--- config.mk ---
export PLATFORM = sky130hd
export DESIGN_NAME = fdiv_seq_flat
export DESIGN_NICKNAME = d
export VERILOG_FILES = /design/src/rtl/fpu_pkg.sv /design/src/rtl/fdiv_seq_if.sv /design/src/rtl/fdiv_qstep.sv /design/src/rtl/fdiv_seq.sv /design/src/flat_wrapper.sv
export SDC_FILE = /design/constraint.sdc
export NUM_CORES = 1
export LEC_CHECK = 0
export CAP_MARGIN = 20
export CORE_ASPECT_RATIO = 1.4
export CORE_MARGIN = 2
export CORE_UTILIZATION = 50
export DETAILED_ROUTE_END_ITERATION = 10
export PLACE_DENSITY = 0.72
export RECOVER_POWER = 100
export REMOVE_ABC_BUFFERS = 1
export SYNTH_ARGS = -nofsm -noshare
export SYNTH_HDL_FRONTEND = slang
export SYNTH_HIERARCHICAL = 1
export SYNTH_SLANG_ARGS = --single-unit
--- constraint.sdc ---
create_clock -name clk -period 5.7 [get_ports clk]
set_input_delay 0.855 -clock clk [delete_from_list [all_inputs] [get_ports clk]]
set_output_delay 0.855 -clock clk [all_outputs]
set_load 0.02 [all_outputs]
--- src/rtl/fpu_pkg.sv ---
`default_nettype none
// ----------------------------------------------------------------------
// fpu_pkg : shared IEEE-754 single-precision fields, constants, classify
// rev 1.0
// ----------------------------------------------------------------------
package fpu_pkg;

    localparam int EXP_W  = 8;
    localparam int FRAC_W = 23;
    localparam int BIAS   = 127;

    localparam logic [31:0] QNAN = 32'h7FC0_0000;
    localparam logic [31:0] PINF = 32'h7F80_0000;
    localparam logic [31:0] ONE  = 32'h3F80_0000;

    typedef enum logic [1:0] {
        ZERO = 2'd0,
        NORM = 2'd1,
        INF  = 2'd2,
        NAN  = 2'd3
    } fclass_t;

    // Denormals are grouped with zero: the FPU runs flush-to-zero.
    function automatic fclass_t classify(input logic [31:0] x);
        logic [EXP_W-1:0]  e;
        logic [FRAC_W-1:0] f;
        fclass_t           c;
        e = x[FRAC_W +: EXP_W];
        f = x[FRAC_W-1:0];
        c = NORM;
        if (e == '0)
            c = ZERO;
        else if (e == '1)
            c = (f != '0) ? NAN : INF;
        return c;
    endfunction

endpackage
`default_nettype wire

--- src/rtl/fdiv_seq_if.sv ---
`default_nettype none
// ----------------------------------------------------------------------
// fdiv_seq_if : issue/result bundle of the sequential divider
// rev 1.0
// ----------------------------------------------------------------------
interface fdiv_seq_if #(
    parameter int TAG_W = 5
);
    logic             en;
    logic             inv;
    logic [31:0]      x1;
    logic [31:0]      x2;
    logic [TAG_W-1:0] tag_in;
    logic [31:0]      y;
    logic [TAG_W-1:0] tag_out;
    logic             done;
    logic             busy;

    modport master (
        output en, inv, x1, x2, tag_in,
        input  y, tag_out, done, busy
    );

    modport slave (
        input  en, inv, x1, x2, tag_in,
        output y, tag_out, done, busy
    );
endinterface
`default_nettype wire

--- src/rtl/fdiv_qstep.sv ---
`default_nettype none
// ----------------------------------------------------------------------
// fdiv_qstep : QBITS chained restoring-division steps (combinational)
// rev 1.0
// ----------------------------------------------------------------------
module fdiv_qstep #(
    parameter int QBITS = 1
) (
    input  logic [24:0]      rem,
    input  logic [23:0]      divisor,
    output logic [QBITS-1:0] q,
    output logic [24:0]      rem_next
);

    logic [24:0] w_chain [0:QBITS];

    assign w_chain[0] = rem;

    for (genvar i = 0; i < QBITS; i++) begin : g_step
        logic        w_ge;
        logic [23:0] w_diff;

        assign w_ge   = w_chain[i] >= {1'b0, divisor};
        // A partial remainder below the divisor always fits in 24 bits.
        assign w_diff = w_ge ? 24'(w_chain[i] - {1'b0, divisor}) : w_chain[i][23:0];
        assign q[QBITS-1-i]  = w_ge;
        assign w_chain[i+1]  = {w_diff, 1'b0};
    end

    assign rem_next = w_chain[QBITS];

endmodule
`default_nettype wire

--- src/rtl/fdiv_seq.sv ---
`default_nettype none
// ----------------------------------------------------------------------
// fdiv_seq : fixed-latency IEEE-754 single divide / reciprocal with RNE
// rev 1.0
// ----------------------------------------------------------------------
module fdiv_seq
    import fpu_pkg::*;
#(
    parameter int QBITS = 1,
    parameter int TAG_W = 5
) (
    input  logic       clk,
    input  logic       rst,
    fdiv_seq_if.slave  bus
);

    localparam int ITER  = (25 + QBITS - 1) / QBITS;
    localparam int QW    = ITER * QBITS;
    localparam int CNT_W = $clog2(ITER + 1);

    typedef enum logic [1:0] {
        S_IDLE  = 2'd0,
        S_CALC  = 2'd1,
        S_ROUND = 2'd2
    } state_t;

    state_t              r_state;
    logic                r_busy;
    logic                r_done;
    logic [31:0]         r_y;
    logic [TAG_W-1:0]    r_tag_out;
    logic [TAG_W-1:0]    r_tag;
    logic                r_sign;
    logic                r_special;
    logic [31:0]         r_special_val;
    logic [EXP_W-1:0]    r_ea;
    logic [EXP_W-1:0]    r_eb;
    logic [23:0]         r_ma;
    logic [23:0]         r_mb;
    logic                r_align;
    logic [24:0]         r_rem;
    logic [QW-1:0]       r_q;
    logic signed [9:0]   r_exp;
    logic [CNT_W-1:0]    r_cnt;

    // Operand capture and special-case decision
    logic [31:0] w_a;
    fclass_t     w_ca;
    fclass_t     w_cb;
    logic        w_sign;
    logic        w_special;
    logic [31:0] w_special_val;

    assign w_a    = bus.inv ? ONE : bus.x1;
    assign w_ca   = classify(w_a);
    assign w_cb   = classify(bus.x2);
    assign w_sign = w_a[31] ^ bus.x2[31];

    always_comb begin
        w_special     = 1'b1;
        w_special_val = '0;
        if (w_ca == NAN || w_cb == NAN || (w_ca == ZERO && w_cb == ZERO) ||
            (w_ca == INF && w_cb == INF))
            w_special_val = QNAN;
        else if (w_cb == ZERO || w_ca == INF)
            w_special_val = {w_sign, PINF[30:0]};
        else if (w_cb == INF || w_ca == ZERO)
            w_special_val = {w_sign, 31'b0};
        else
            w_special = 1'b0;
    end

    // Iteration datapath
    logic [QBITS-1:0] w_qbits;
    logic [24:0]      w_rem_next;
    logic             w_ma_lt;

    fdiv_qstep #(.QBITS(QBITS)) u_qstep (
        .rem      (r_rem),
        .divisor  (r_mb),
        .q        (w_qbits),
        .rem_next (w_rem_next)
    );

    assign w_ma_lt = r_ma < r_mb;

    // Normalise and round: the top 25 quotient bits are significand + guard
    logic [24:0]       w_q25;
    logic              w_sticky;
    logic              w_inc;
    logic [24:0]       w_sig_rnd;
    logic              w_carry;
    logic signed [9:0] w_exp_fin;
    logic [31:0]       w_norm_y;

    assign w_q25     = r_q[QW-1 -: 25];
    assign w_sticky  = (|(r_q << 25)) || (|r_rem);
    assign w_inc     = w_q25[0] && (w_sticky || w_q25[1]);
    assign w_sig_rnd = {1'b0, w_q25[24:1]} + 25'(w_inc);
    assign w_carry   = w_sig_rnd[24];
    assign w_exp_fin = r_exp + $signed({9'b0, w_carry});

    always_comb begin
        w_norm_y = {r_sign, w_exp_fin[7:0], w_sig_rnd[22:0]};
        if (w_exp_fin >= 10'sd255)
            w_norm_y = {r_sign, PINF[30:0]};
        else if (w_exp_fin <= 10'sd0)
            w_norm_y = {r_sign, 31'b0};
    end

    always_ff @(posedge clk) begin
        if (rst) begin
            r_state       <= S_IDLE;
            r_busy        <= 1'b0;
            r_done        <= 1'b0;
            r_y           <= '0;
            r_tag_out     <= '0;
            r_tag         <= '0;
            r_sign        <= 1'b0;
            r_special     <= 1'b0;
            r_special_val <= '0;
            r_ea          <= '0;
            r_eb          <= '0;
            r_ma          <= '0;
            r_mb          <= '0;
            r_align       <= 1'b0;
            r_rem         <= '0;
            r_q           <= '0;
            r_exp         <= '0;
            r_cnt         <= '0;
        end else begin
            r_done <= 1'b0;
            case (r_state)
                S_IDLE: begin
                    // busy stays high through the done cycle, so en there is dropped
                    r_busy <= 1'b0;
                    if (bus.en && !r_busy) begin
                        r_busy        <= 1'b1;
                        r_tag         <= bus.tag_in;
                        r_sign        <= w_sign;
                        r_special     <= w_special;
                        r_special_val <= w_special_val;
                        r_ea          <= w_a[FRAC_W +: EXP_W];
                        r_eb          <= bus.x2[FRAC_W +: EXP_W];
                        r_ma          <= {1'b1, w_a[FRAC_W-1:0]};
                        r_mb          <= {1'b1, bus.x2[FRAC_W-1:0]};
                        r_align       <= 1'b1;
                        r_q           <= '0;
                        r_cnt         <= CNT_W'(ITER);
                        r_state       <= S_CALC;
                    end
                end
                S_CALC: begin
                    if (r_align) begin
                        // Pre-shift so the quotient lands in [1,2)
                        r_align <= 1'b0;
                        r_rem   <= w_ma_lt ? {r_ma, 1'b0} : {1'b0, r_ma};
                        r_exp   <= $signed({2'b0, r_ea}) - $signed({2'b0, r_eb})
                                   + 10'(BIAS) - (w_ma_lt ? 10'sd1 : 10'sd0);
                    end else begin
                        r_rem <= w_rem_next;
                        r_q   <= {r_q[QW-QBITS-1:0], w_qbits};
                        r_cnt <= r_cnt - 1'b1;
                        if (r_cnt == CNT_W'(1))
                            r_state <= S_ROUND;
                    end
                end
                S_ROUND: begin
                    r_y       <= r_special ? r_special_val : w_norm_y;
                    r_tag_out <= r_tag;
                    r_done    <= 1'b1;
                    r_state   <= S_IDLE;
                end
                default: r_state <= S_IDLE;
            endcase
        end
    end

    assign bus.y       = r_y;
    assign bus.tag_out = r_tag_out;
    assign bus.done    = r_done;
    assign bus.busy    = r_busy;

endmodule
`default_nettype wire
--- src/flat_wrapper.sv ---
// flat-port wrapper written by rule: the top's interface ports become plain ports
module fdiv_seq_flat import fpu_pkg::*;
#(
    parameter int QBITS = 1,
    parameter int TAG_W = 5
)
  (clk, rst, bus_en, bus_inv, bus_x1, bus_x2, bus_tag_in, bus_y, bus_tag_out, bus_done, bus_busy);
  fdiv_seq_if #(.TAG_W(TAG_W)) bus_i ();
  input  logic clk;
  input  logic rst;
  input wire logic [$bits(bus_i.en)-1:0] bus_en;
  input wire logic [$bits(bus_i.inv)-1:0] bus_inv;
  input wire logic [$bits(bus_i.x1)-1:0] bus_x1;
  input wire logic [$bits(bus_i.x2)-1:0] bus_x2;
  input wire logic [$bits(bus_i.tag_in)-1:0] bus_tag_in;
  output wire logic [$bits(bus_i.y)-1:0] bus_y;
  output wire logic [$bits(bus_i.tag_out)-1:0] bus_tag_out;
  output wire logic [$bits(bus_i.done)-1:0] bus_done;
  output wire logic [$bits(bus_i.busy)-1:0] bus_busy;
  assign bus_i.en = bus_en;
  assign bus_i.inv = bus_inv;
  assign bus_i.x1 = bus_x1;
  assign bus_i.x2 = bus_x2;
  assign bus_i.tag_in = bus_tag_in;
  assign bus_y = bus_i.y;
  assign bus_tag_out = bus_i.tag_out;
  assign bus_done = bus_i.done;
  assign bus_busy = bus_i.busy;
  fdiv_seq #(.QBITS(QBITS), .TAG_W(TAG_W)) u_core (.clk(clk), .rst(rst), .bus(bus_i));
endmodule
==> results.toml <==
[cts]
cts_tree = "yes"
clk_pin_slew_ns = 0.08
cts_resized = 0
clock_sinks = 180
htreeDepth = 4
cts_buffer_depth = 2
hold_buffers = 0
clock-root-buffer = "clkbuf_16"
clk_latency_ns = 0.45
cts_buffers = 17
post_cts_buffers = 0

[layout]
area_growth_pct = 15.3
layout.nets = 1579
layout-drive-gt1-share_pct = 5.52
n_antenna_cell = 0
final_util_pct = 58.9

[hold_path]
min_from = "u_core/bus.y[19]$_SDFFE_PP0P_"
hold_path_depth = 2
whs_endpoint = "u_core/bus.y[19]$_SDFFE_PP0P_"
hp-class = "flip-flop to flip-flop"

[drt]
vias = 9868
avgRoutedWirePerCell_um = 16.3
via_per_inst = 5.77
drt_iter0_drc = 613
ant_nets = 0
dr.pass1.iters = 5
wirelength_mm = 27.8
drcViolationCount = 0

[sta]
drv_slew = 90
hold_slack_ns = 0.448
worstMarginPinSlew_ns = 2.90
period_minus_slack_ns = 4.62
rsz0062_at_grt = "no"
final_hold_viol_count = 0
timing.final.crit_share_pct = 81.0
relSlewSlack_pct = -93.3
fin_worst_skew_ns = 0.0136
setup-violations-final = 0
fmax_ghz = 0.217

[global_route]
grt_max_degree = 84
antenna_found_initial = 0
grt_pass1_wl_mm = 45.7
grtUsageTotal_pct = 24.8
grt-ovfl-total = 0
first_global_vias = 9391

[synth]
ys_async_sr_fraction_pct = 0
ys_types = 80
synth.area.top_cells = "dfxtp_1 33%, ha_1 7.7%, nand2_1 7.4%, a21oi_1 5.8%, nor2_1 3.5%"
synth-edff-count = 0
synth_top_cell_by_area = "dfxtp_1"
ys_seq_area_share_pct = 33.2
synth_top_area_share_pct = 33.2
ys_top_cells_by_count = "214 x nand2_1, 180 x dfxtp_1, 126 x a21oi_1, 101 x nor2_1, 78 x inv_1"
avgSynthCellArea_um2 = 7.88
yosysWarnings = 6
yosysMostFrequentCell = "nand2_1"
yosys_most_used_dff = "dfxtp_1"
syn-cell-area_um2 = 10800
syn_inst = 1376
synth-seq-cells = 180

[flow_run]
max_cap_violations = 2

[floorplan]
fp.dieArea_um2 = 22900
fp-row-count = 63
die_h_um = 178
initial_core_util_pct = 51.1
pin_count = 112
core_area_um2 = 21200
dieWidth_um = 128

[critical_path]
cp-end-kind = "flip-flop"
critPathSlowestCell = "o21ai_1"
critPathRequiredTime_ns = 6.03
r2r-end = "u_core/r_rem[23]$_SDFFE_PP0P_"
crit_path_max_incr_delay_ns = 1.25
critical_path_buf_inv_count = 1
path_cells = "inv_1, ha_1, nor2b_1, o31a_1, o221ai_1, nand2_1, a31o_2, a41o_1, o21ai_1, mux2_1, o21a_1, a21boi_0, a31oi_1, o21ai_0"
rrSetupSlack_ns = 1.08
crit_type = "flip-flop to flip-flop"
crit_family = "compound AO/OA/AOI/OAI gates"
cp_data_arrival_time_ns = 4.95
start_kind = "flip-flop"
rr_startpoint = "u_core/r_mb[1]$_SDFFE_PP0P_"
worstPathMaxFanout = 25
r2r_cells = 14

[placement]
portBuffers = 111
gp_congestion = 0.953
dp_hpwl_mm = 20.2

[status]
status = "finished, violations left"
violations = "max-capacitance violations, max-slew violations"

[pwr]
power.density_nw_per_um2 = 368
p_leak_nw = 4.69
irDropWorstVdd_uv = 220
[area by class of cell]
type,count,area [um2]
Clock inverter,15,188
Inverter,79,297
Multi-Input combinational cell,1034,6450
Tap cell,260,325
Sequential cell,180,3600
Timing Repair Buffer,124,1200
Clock buffer,17,425
Fill cell,1988,8710
[layer usage]
layer	share of wire [%]	track usage, %
met1	42	29.0
met2	52	45.5
met3	4.1	3.51
met4	2.6	9.39
met5	0	0
[logic make-up after synthesis]
family          after synthesis  share of synthesized area (%)
flops                       180                           33.2
xor+xnor                     60                           4.85
mux                          28                           2.85
buf+inv                     162                           6.39
simple gates                520                           22.9
fa+ha+maj                    70                           8.29
other cells                   1                         0.0346
compound gates              355                           21.5
[power by group]
group	switching [mW]	internal (mW)
registers	0.100	1.35
clock network	0.578	0.630
logic	1.07	0.870
[tightest hold or removal path, delay by kind of cell (launching register included)]
kind / cells / cell delay, ns
simple gates: 1 / 0.04
compound gates: 1 / 0.05
flops: 1 / 0.32
[worst max path at each step]
stage,startpoint,to,slack [ns],cells after the start
5_1_grt,u_core/r_mb[2]$_SDFFE_PP0P_,u_core/r_exp[9]$_SDFFE_PP0P_,0.71,17
3_5_place_dp,u_core/r_q[1]$_SDFFE_PP0P_,u_core/bus.y[2]$_SDFFE_PP0P_,1.35,14
6_report,u_core/r_mb[1]$_SDFFE_PP0P_,u_core/r_rem[23]$_SDFFE_PP0P_,1.08,14
4_1_cts,u_core/r_q[1]$_SDFFE_PP0P_,u_core/bus.y[2]$_SDFFE_PP0P_,1.33,14
3_3_place_gp,u_core/r_q[1]$_SDFFE_PP0P_,u_core/bus.y[0]$_SDFFE_PP0P_,1.46,14
2_1_floorplan,bus_en,u_core/r_q[0]$_SDFFE_PP0P_,-3.50,4
[cell usage in the layout (no fill, tap or decap), types with 21 or more instances in the layout]
cell,netlist,routed
nand2_1,214,214
dfxtp_1,180,180
a21oi_1,126,126
nor2_1,101,99
inv_1,78,78
clkdlybuf4s50_1,0,69
o21ai_0,49,68
ha_1,67,67
nor3_1,56,56
dlygate4sd3_1,0,41
xnor2_1,36,36
a211oi_1,32,32
o31ai_1,27,27
nor4_1,26,27
nand3b_1,27,27
a22oi_1,25,25
nand3_1,24,24
xor2_1,24,24
nand4_1,21,21
[flip-flops by register name, indices dropped and copies added (netlist names), 2 cells and up]
register	flops
u_core/bus.tag_out	5
u_core/bus.y	32
u_core/r_cnt	5
u_core/r_ea	8
u_core/r_eb	8
u_core/r_exp	10
u_core/r_ma	24
u_core/r_mb	23
u_core/r_q	25
u_core/r_rem	25
u_core/r_special_val	3
u_core/r_state	2
u_core/r_tag	5
[metrics by stage]
step                setup slack, ns  power (mW)  area [um2]  cells  TNS (ns)
finish                         1.08        4.59       12500   1709         0
detailed placement             1.35        3.37       12000   1675         0
CTS                            1.33        4.59       12600   1707         0
global placement               1.46        3.34       12000   1675         0
global route                  0.712        4.86       12500   1709         0
floorplan                     -3.50        2.91       10400   1293   -184.33
Power figures use the tool's default switching activity.
